### src/rtl/calc_pkg.sv
// Shared definitions for the keypad front end and the gencon calculator controller.
package calc_pkg;

  localparam logic [2:0] OP_NONE = 3'b000;
  localparam logic [2:0] OP_ADD  = 3'b001;
  localparam logic [2:0] OP_SUB  = 3'b010;
  localparam logic [2:0] OP_MUL  = 3'b100;

  // Encoding is the matrix position 4*row+col, so a scanned code casts directly.
  typedef enum logic [3:0] {
    KEY_1    = 4'd0,  KEY_2   = 4'd1,  KEY_3   = 4'd2,  KEY_ADD  = 4'd3,
    KEY_4    = 4'd4,  KEY_5   = 4'd5,  KEY_6   = 4'd6,  KEY_SUB  = 4'd7,
    KEY_7    = 4'd8,  KEY_8   = 4'd9,  KEY_9   = 4'd10, KEY_MUL  = 4'd11,
    KEY_CLR  = 4'd12, KEY_0   = 4'd13, KEY_EQ  = 4'd14, KEY_NONE = 4'd15
  } key_code_e;

  typedef enum logic [2:0] {
    ST_SCAN, ST_DEBOUNCE, ST_EMIT, ST_STROBE, ST_RELEASE
  } scan_state_e;

  function automatic logic is_digit(input key_code_e k);
    case (k)
      KEY_0, KEY_1, KEY_2, KEY_3, KEY_4,
      KEY_5, KEY_6, KEY_7, KEY_8, KEY_9: is_digit = 1'b1;
      default:                           is_digit = 1'b0;
    endcase
  endfunction

  function automatic logic [3:0] key_digit(input key_code_e k);
    case (k)
      KEY_1:   key_digit = 4'd1;
      KEY_2:   key_digit = 4'd2;
      KEY_3:   key_digit = 4'd3;
      KEY_4:   key_digit = 4'd4;
      KEY_5:   key_digit = 4'd5;
      KEY_6:   key_digit = 4'd6;
      KEY_7:   key_digit = 4'd7;
      KEY_8:   key_digit = 4'd8;
      KEY_9:   key_digit = 4'd9;
      default: key_digit = 4'd0;
    endcase
  endfunction

endpackage

### src/rtl/sync_2ff.sv
// Four-bit two-flop synchronizer; resets to all ones (idle, pulled-up rows).
module sync_2ff (
  input  logic       clk,
  input  logic       rst_n,
  input  logic [3:0] d,
  output logic [3:0] q
);

  logic [3:0] meta_q;
  logic [3:0] sync_q;

  always_ff @(posedge clk or negedge rst_n) begin
    if (!rst_n) begin
      meta_q <= 4'hF;
      sync_q <= 4'hF;
    end else begin
      meta_q <= d;
      sync_q <= meta_q;
    end
  end

  assign q = sync_q;

endmodule

### src/rtl/keypad_scanner.sv
// 4x4 keypad scanner/debouncer that turns accepted presses into gencon's
// digit strobe, one-hot operator level and equal request.
module keypad_scanner
  import calc_pkg::*;
#(
  parameter int SCAN_DIV     = 1000,
  parameter int DEBOUNCE_CNT = 4
) (
  input  logic       clk,
  input  logic       nRST,
  input  logic [3:0] row_in,
  output logic [3:0] col_out,
  input  logic       complete,
  output logic [3:0] keypad_input,
  output logic       read_input,
  output logic [2:0] operator_input,
  output logic       equal_input
);

  localparam int DIV_W = $clog2(SCAN_DIV);
  localparam int DBC_W = $clog2(DEBOUNCE_CNT + 1);
  localparam logic [DIV_W-1:0] DIV_LAST = DIV_W'(SCAN_DIV - 1);
  localparam logic [DBC_W-1:0] DBC_LAST = DBC_W'(DEBOUNCE_CNT - 1);

  scan_state_e      state_q, state_d;
  logic [DIV_W-1:0] div_q, div_d;
  logic [DBC_W-1:0] dbc_q, dbc_d;
  logic [3:0]       col_q, col_d;
  key_code_e        code_q, code_d;
  logic [3:0]       key_q, key_d;
  logic [2:0]       op_q, op_d;
  logic             eq_q, eq_d;

  logic [3:0] rows_sync;
  logic       sample;
  logic       any_low;
  logic [1:0] row_idx;
  logic [1:0] col_idx;
  key_code_e  samp_code;

  sync_2ff u_sync (
    .clk  (clk),
    .rst_n(nRST),
    .d    (row_in),
    .q    (rows_sync)
  );

  assign sample  = (div_q == DIV_LAST);
  assign any_low = ~&rows_sync;

  // Lowest row index wins when several rows are pulled low together.
  always_comb begin
    col_idx = 2'd0;
    case (col_q)
      4'b1101: col_idx = 2'd1;
      4'b1011: col_idx = 2'd2;
      4'b0111: col_idx = 2'd3;
      default: col_idx = 2'd0;
    endcase
    row_idx = 2'd0;
    for (int r = 3; r >= 0; r--) begin
      if (!rows_sync[r]) row_idx = 2'(r);
    end
    samp_code = key_code_e'({row_idx, col_idx});
  end

  always_comb begin
    state_d = state_q;
    div_d   = sample ? '0 : div_q + 1'b1;
    dbc_d   = dbc_q;
    col_d   = col_q;
    code_d  = code_q;
    key_d   = key_q;
    op_d    = op_q;
    eq_d    = eq_q;

    // Handshake close first so a key effect in the same cycle can still apply.
    if (eq_q && complete) begin
      eq_d = 1'b0;
      op_d = OP_NONE;
    end

    case (state_q)
      ST_SCAN: begin
        if (sample) begin
          if (any_low) begin
            code_d  = samp_code;
            dbc_d   = '0;
            state_d = ST_DEBOUNCE;
          end else begin
            col_d = {col_q[2:0], col_q[3]};
          end
        end
      end
      ST_DEBOUNCE: begin
        if (sample) begin
          if (any_low && (samp_code == code_q)) begin
            if (dbc_q == DBC_LAST) begin
              dbc_d   = '0;
              state_d = ST_EMIT;
              if (is_digit(code_q)) key_d = key_digit(code_q);
            end else begin
              dbc_d = dbc_q + 1'b1;
            end
          end else begin
            dbc_d   = '0;
            state_d = ST_SCAN;
          end
        end
      end
      ST_EMIT: begin
        case (code_q)
          KEY_ADD: op_d = OP_ADD;
          KEY_SUB: op_d = OP_SUB;
          KEY_MUL: op_d = OP_MUL;
          KEY_EQ:  if (op_q != OP_NONE && !eq_q) eq_d = 1'b1;
          KEY_CLR: begin
            op_d = OP_NONE;
            eq_d = 1'b0;
          end
          default: ;
        endcase
        state_d = is_digit(code_q) ? ST_STROBE : ST_RELEASE;
        dbc_d   = '0;
      end
      ST_STROBE: begin
        dbc_d   = '0;
        state_d = ST_RELEASE;
      end
      ST_RELEASE: begin
        if (sample) begin
          if (any_low) begin
            dbc_d = '0;
          end else if (dbc_q == DBC_LAST) begin
            dbc_d   = '0;
            state_d = ST_SCAN;
          end else begin
            dbc_d = dbc_q + 1'b1;
          end
        end
      end
      default: state_d = ST_SCAN;
    endcase
  end

  always_ff @(posedge clk or negedge nRST) begin
    if (!nRST) begin
      state_q <= ST_SCAN;
      div_q   <= '0;
      dbc_q   <= '0;
      col_q   <= 4'b1110;
      code_q  <= KEY_NONE;
      key_q   <= 4'd0;
      op_q    <= OP_NONE;
      eq_q    <= 1'b0;
    end else begin
      state_q <= state_d;
      div_q   <= div_d;
      dbc_q   <= dbc_d;
      col_q   <= col_d;
      code_q  <= code_d;
      key_q   <= key_d;
      op_q    <= op_d;
      eq_q    <= eq_d;
    end
  end

  assign col_out        = col_q;
  assign keypad_input   = key_q;
  assign read_input     = (state_q == ST_STROBE);
  assign operator_input = op_q;
  assign equal_input    = eq_q;

endmodule

### config.mk
export PLATFORM = sky130hd
export DESIGN_NAME = keypad_scanner
export DESIGN_NICKNAME = d
export VERILOG_FILES = /design/src/rtl/calc_pkg.sv /design/src/rtl/sync_2ff.sv /design/src/rtl/keypad_scanner.sv
export SDC_FILE = /design/constraint.sdc
export NUM_CORES = 1
export LEC_CHECK = 0
export CAP_MARGIN = 10
export CORE_UTILIZATION = 35
export DETAILED_ROUTE_END_ITERATION = 7
export GPL_TIMING_DRIVEN = 0
export PLACE_DENSITY = 0.59
export SLEW_MARGIN = 20
export SYNTH_ARGS = -nofsm -noshare
export SYNTH_HDL_FRONTEND = slang
export SYNTH_SLANG_ARGS = --single-unit
### constraint.sdc
create_clock -name clk -period 5.16 [get_ports clk]
set_clock_uncertainty 0.1 [all_clocks]
set_input_delay 1.032 -clock clk [delete_from_list [all_inputs] [get_ports clk]]
set_output_delay 1.032 -clock clk [all_outputs]
set_load 0.005 [all_outputs]
==> summary.txt, run 1 <==
Floorplanning
  – Die X: 78.3 microns
  – Die Area: 0.00613 sq mm
  – Ports: 20
  – Initial Util: 0.365
  – Die Y: 78.3 microns
  – Core ar.: 0.00557 sq mm
  – Rows: 27

Global routing
  – All-layer global routing usage: 0.133
  – GR Util met2: 0.199
  – M3 GR Usage: 0.0384
  – Global route hottest layer: met2
  – Global-route wire length before repair: 6400 microns
  – Global route overflow: 0
  – Global routing met1 resource utilization: 0.180
  – Vias in the first global route: 1,389
  – Largest net degree at the start of global routing: 33
  – Initial antenna violation count: 0

Final layout
  – Area grow syn2layout: 20.2%
  – Fillers: 542
  – Diode count: 0
  – Final net count: 232
  – Share of layout cells above drive strength 1: 0.195
  – Non-Filler Instances: 292

Setup path
  – CP startpoint kind: flip-flop
  – CP max FO: 10
  – Setup CP Type: flip-flop to primary output
  – Worst Path Arrival: 1800 ps
  – CP Data Required Time: 4030 ps
  – Worst setup EP type: primary output

Clocking
  – Clock Latency Late Sink: 300 ps
  – Reg clk slew, reported paths: 80 ps
  – Root Driver: clkbuf_8
  – Clock Sinks: 40
  – CTS H-tree lvls: 2
  – Inserted Clock Buffers: 5
  – Cts repair resizes: 0
  – Max clock buf depth: 2
  – Quantity of hold-fixing buffers added after cts: 0
  – Post-CTS Setup Repair Bufs: 0
  – CTS tree: done

Place
  – Post-DP HPWL: 2640 microns
  – Port buffer count: 19
  – Placed Cells incl. Taps: 284
  – GP Congestion: 0.771

STA
  – Hold Fails Final Rpt: 0
  – RSZ-0062 raised after global routing: false
  – Least-Margin Pin Slew: 794 ps
  – Pins Over Slew Limit: 0
  – Max-slew headroom: 0.469
  – Total negative slack: 0 ps
  – Final-report setup violation count: 0
  – Fmax: 341 MHz
  – Fin crit share: 0.568
  – Final min period: 2930 ps

Power
  – Leakage: 0.00100 uW
  – Sequential share of power: 0.536
  – P_int: 471 uW
  – Switching power: 126 uW
  – Combinational Power Share: 0.026
  – Clock Power Share: 0.438
  – Power Density: 244 mW/mm^2
  – VDD IR max: 0.159 mV
  – Switching Share: 0.211

Synth
  – Mean post-synth cell area: 10.6 sq um
  – Syn nets: 205
  – Top FF cell, synth: dfrtp_1
  – Ys async rst share: 1.00
  – EDFF count, synth: 0
  – Synth Register Bits: 40
  – Ys Warns: 0
  – Cell area after synthesis: 0.00204 sq mm
  – Seq/Total Area, Yosys: 0.501
  – Gate Count Post-Synth: 192
  – Netlist cell types: 43

Hold path
  – Hold crit path type: flip-flop to flip-flop

Route
  – DRC errors left: 0
  – Total Routed Length: 3640 microns
  – Routed vias: 1,484
  – Initial drt markers: 98
  – Vias per cell: 5.08
  – DRT Pass-1 Iters: 4
  – Wire per inst: 12.5 microns
  – Final ANT Viol Nets: 0

Run
  – Max cap viols: 0

Run status
  – Status: complete, no violations
[logic make-up after synthesis]
logic type | Yosys count | synth area share
AO/OA/AOI/OAI | 40 | 0.130
XOR/XNOR | 10 | 0.0430
adder cells (fa/ha/maj) | 6 | 0.0369
buffers and inverters | 13 | 0.0295
flip-flops | 40 | 0.501
multiplexers | 13 | 0.0700
AND/OR/NAND/NOR | 70 | 0.190
[through the flow]
stage          hold slack, ps  power, uW  utilization  instance area (sq um)  setup slack, ps
2_1_floorplan             245        329            -                   2040             2900
3_3_place_gp              245        341        0.416                   2320             1900
3_5_place_dp              247        343        0.418                   2330             2570
4_1_cts                   260        610        0.439                   2450             2230
5_1_grt                   263        624        0.439                   2450             2100
6_report                  258        598        0.439                   2450             2230
[state kept, by name, summed over array words and instances, names as in the netlist]
register,count
dbc_q,3
code_q,4
div_q,10
equal_input,1
u_sync.meta_q,4
u_sync.q,4
state_q,3
operator_input,3
keypad_input,4
col_out,4
[layout make-up]
cell class | instances | area [sq um] | area share
Buffer | 7 | 37.5 | 0.0153
Clock buffer | 5 | 68.8 | 0.0281
Clock inverter | 3 | 47.5 | 0.0194
Inverter | 6 | 22.5 | 0.00920
Multi-Input combinational cell | 139 | 957 | 0.391
Sequential cell | 40 | 1020 | 0.416
Tap cell | 72 | 90.1 | 0.0368
Timing Repair Buffer | 20 | 205 | 0.0838
[layout by cell type (no fill, tap or decap), types with 3 or more instances in the layout]
master           count
nand4_1              3
a32o_1               3
dfrtp_1             25
a22oi_1              3
xnor2_1              4
mux2i_1              3
inv_1                6
nand3_1              7
clkdlybuf4s50_1     18
mux2_2              10
ha_1                 6
clkbuf_8             5
dfstp_2             15
nand2b_1             6
clkbuf_1             3
and3_1               5
buf_2                3
o21ai_0             12
a21oi_1              7
xor2_1               6
nor2b_1              3
nor2_1              17
nand2_1             16
nor3_1               4
[power by group through the flow]
stage / Clock, uW / Combinational [uW] / Sequential, uW
after floorplan: 0 / 3.15 / 326
after global placement: 0 / 14.6 / 326
after detailed placement: 0 / 16.1 / 326
after CTS: 273 / 16.2 / 321
after global routing: 285 / 17.6 / 321
final: 262 / 15.3 / 321
[routing by layer]
layer	part of all wire	routed length, microns
met2	0.45	1650
met1	0.50	1810
met4	0.013	46
met5	0	0
met3	0.036	131
[cell usage after synthesis, types with 3 or more instances]
cell type,count,area (sq um)
nand4_1,3,18.8
xor2_1,6,52.6
a22oi_1,3,22.5
xnor2_1,4,35.0
a32o_1,3,30.0
nor2_1,17,63.8
a21oi_1,7,35.0
nor3_1,4,20.0
nor2b_1,3,18.8
ha_1,6,75.1
dfrtp_1,25,626
clkbuf_1,3,11.3
o21ai_0,12,60.1
mux2_2,10,113
mux2i_1,3,30.0
nand2_1,16,60.1
inv_1,6,22.5
dfstp_2,15,394
nand3_1,7,35.0
nand2b_1,6,37.5
and3_1,5,31.3
[final timing paths]
path,start,endpoint,slack (ps),depth (start not counted)
worst max-delay path,state_q[0],read_input,2230,3
worst min-delay path,u_sync.meta_q[0],u_sync.q[0],260,0
worst max register to register,col_out[3],keypad_input[1],2710,7
worst min register to register,u_sync.meta_q[0],u_sync.q[0],260,0
max in group asynchronous,nRST,col_out[2],3970,2
min in group asynchronous,nRST,keypad_input[3],490,1
[critical path, stage by stage (launching register included)]
cell	delay, ps
dfrtp_1	430
clkbuf_1	340
and3_1	220
clkdlybuf4s50_1	510
(Power assumes the default switching activity.)
==> inputs of run 2 (changes only) <==
- PLACE_DENSITY: 0.59 -> 0.61
- clock period: 5.16 -> 2.5 ns (I/O delays scaled with it)
==> run 2 against run 1 <==
Clock-buffer cell count unchanged. Utilization increased by 0.22 points. First-iteration DRC count decreased by 8.2%. Die area unchanged. Routed wire length increased by 2.7%. Clock power increased by 100%. Critical path depth increased by 4. Setup slack got worse by 2100 ps. Sequential power increased by 110%. Via count increased by 0.40%. Register-to-register slack got worse by 2600 ps. Critical path type is now flip-flop to flip-flop. Largest power group unchanged.
==> summary.txt, run 2 (same netlist as run 1, synthesis figures left out) <==
Run status
  – Status: complete, no violations

Global routing
  – M3 GR Usage: 0.0326
  – Initial antenna violation count: 0
  – Global route hottest layer: met2
  – GR Util met2: 0.211
  – All-layer global routing usage: 0.138
  – Global route overflow: 0
  – Global routing met1 resource utilization: 0.183
  – Vias in the first global route: 1,395
  – Global-route wire length before repair: 6530 microns
  – Largest net degree at the start of global routing: 33

STA
  – Hold Fails Final Rpt: 0
  – Hold Slack: 258 ps
  – Least-Margin Pin Slew: 756 ps
  – Final min period: 2350 ps
  – Fmax: 425 MHz
  – RSZ-0062 raised after global routing: true
  – Pins Over Slew Limit: 0
  – Fin crit share: 0.941
  – Max-slew headroom: 0.495
  – Final-report setup violation count: 0

Power
  – Sequential share of power: 0.540
  – VDD IR max: 0.239 mV
  – Power Density: 498 mW/mm^2
  – Switching power: 256 uW
  – Leakage: 0.00101 uW
  – Clock Power Share: 0.433
  – Combinational Power Share: 0.027
  – Switching Share: 0.209
  – P_int: 969 uW

Final layout
  – Share of layout cells above drive strength 1: 0.198
  – Fillers: 549
  – Largest register FFs: 10
  – Final net count: 234
  – Layout Utilization: 0.442
  – Most frequent cells in the layout: 25 x dfrtp_1, 18 x clkdlybuf4s50_1, 17 x nor2_1, 16 x nand2_1, 15 x dfstp_2
  – Diode count: 0
  – Most common cell after layout, fill and taps aside: dfrtp_1
  – Area grow syn2layout: 20.8%
  – Most flops, register: div_q

Floorplanning
  – Ports: 20
  – Die Y: 78.3 microns
  – Rows: 27
  – Die X: 78.3 microns
  – Initial Util: 0.365
  – Core ar.: 0.00557 sq mm
  – Die Area: 0.00613 sq mm

Setup path
  – Critical Path Slowest Stage Cell: dfstp_2
  – Setup CP Type: flip-flop to flip-flop
  – Worst Path Arrival: 2430 ps
  – WP buf/inv: 1
  – Worst setup EP type: flip-flop
  – Cell breakdown of the critical path: buf_6 -> or3b_1 -> a21oi_1 -> a211oi_1 -> nor4_4 -> nand4_2 -> mux2_2
  – CP startpoint kind: flip-flop
  – Delay-heaviest family, CP: simple AND/OR/NAND/NOR gates
  – Setup slack, reg-to-reg: 150 ps
  – CP max FO: 9
  – CP Data Required Time: 2580 ps
  – Crit path largest cell delay: 540 ps

Clocking
  – CTS tree: done
  – Inserted Clock Buffers: 5
  – Cts repair resizes: 0
  – Clock Sinks: 40
  – Reg clk slew, reported paths: 80 ps
  – CTS H-tree lvls: 2
  – Max clock buf depth: 2
  – Clock Latency Late Sink: 290 ps
  – Root Driver: clkbuf_8

Hold path
  – Hold crit path type: flip-flop to flip-flop

Place
  – GP Congestion: 0.779
  – Post-DP HPWL: 2610 microns
  – Port buffer count: 19

Route
  – Total Routed Length: 3740 microns
  – Routed vias: 1,490
  – Final ANT Viol Nets: 0
  – Initial drt markers: 90
  – Vias per cell: 5.07
  – DRT Pass-1 Iters: 4
  – Wire per inst: 12.7 microns
  – DRC errors left: 0

Run
  – Max cap viols: 0
==> run 2: area by class of cell <==
cell class              instances  area (sq um)  share of cell area
multi-input cells             139           957               0.389
well taps                      72          90.1              0.0366
repair buffers                 22           223              0.0905
inverters                       6          22.5             0.00915
plain buffers                   7          37.5              0.0153
flip-flops and latches         40          1020               0.414
clock buffers                   5          68.8              0.0280
clock inverters                 3          42.5              0.0173
==> run 2: routing by layer <==
metal / part of all wire / vias up / routed length, microns
met5: 0 / - / 0
met1: 0.51 / 703 / 1930
li1: - / 750 / -
met3: 0.036 / 6 / 136
met4: 0.019 / 0 / 71
met2: 0.43 / 31 / 1610
==> run 2: path summary, 6_finish.rpt <==
kind	from	cells past startpoint	endpoint
setup / recovery	col_out[3]	7	keypad_input[1]
hold / removal	u_sync.meta_q[1]	0	u_sync.q[1]
setup reg to reg	col_out[3]	7	keypad_input[1]
hold reg to reg	u_sync.meta_q[1]	0	u_sync.q[1]
max in group asynchronous	nRST	3	col_out[3]
min in group asynchronous	nRST	2	keypad_input[2]
==> run 2: worst register-to-register path: stages, from the launching register on <==
cell      delay [ps]
dfstp_2          540
buf_6            120
or3b_1           340
a21oi_1          150
a211oi_1         100
nor4_4           340
nand4_2          230
mux2_2           330
==> run 2: through the flow <==
stage | power [uW] | area, sq um | TNS (ps) | setup slack (ps) | std cells
6_report | 1220 | 2460 | 0 | 149 | 294
5_1_grt | 1280 | 2460 | -82.5 | -31.7 | 294
4_1_cts | 1250 | 2450 | 0 | 45.5 | 293
3_5_place_dp | 707 | 2330 | 0 | 50.7 | 284
3_3_place_gp | 704 | 2320 | -5010 | -202 | 283
2_1_floorplan | 680 | 2040 | 0 | 236 | 192
==> run 2: power by group through the flow <==
stage / combinational (uW) / sequential, uW / clock (uW)
4_1_cts: 34.7 / 662 / 557
5_1_grt: 38.4 / 663 / 579
3_5_place_dp: 33.6 / 674 / 0
2_1_floorplan: 6.51 / 673 / 0
3_3_place_gp: 30.0 / 674 / 0
6_report: 32.7 / 662 / 530
==> run 2: timing repair <==
item                       in CTS  in global routing
hold endpoints to repair        8                  0
buffers inserted                0                  1
setup endpoints to repair       0                 10
hold buffers                    1                  0
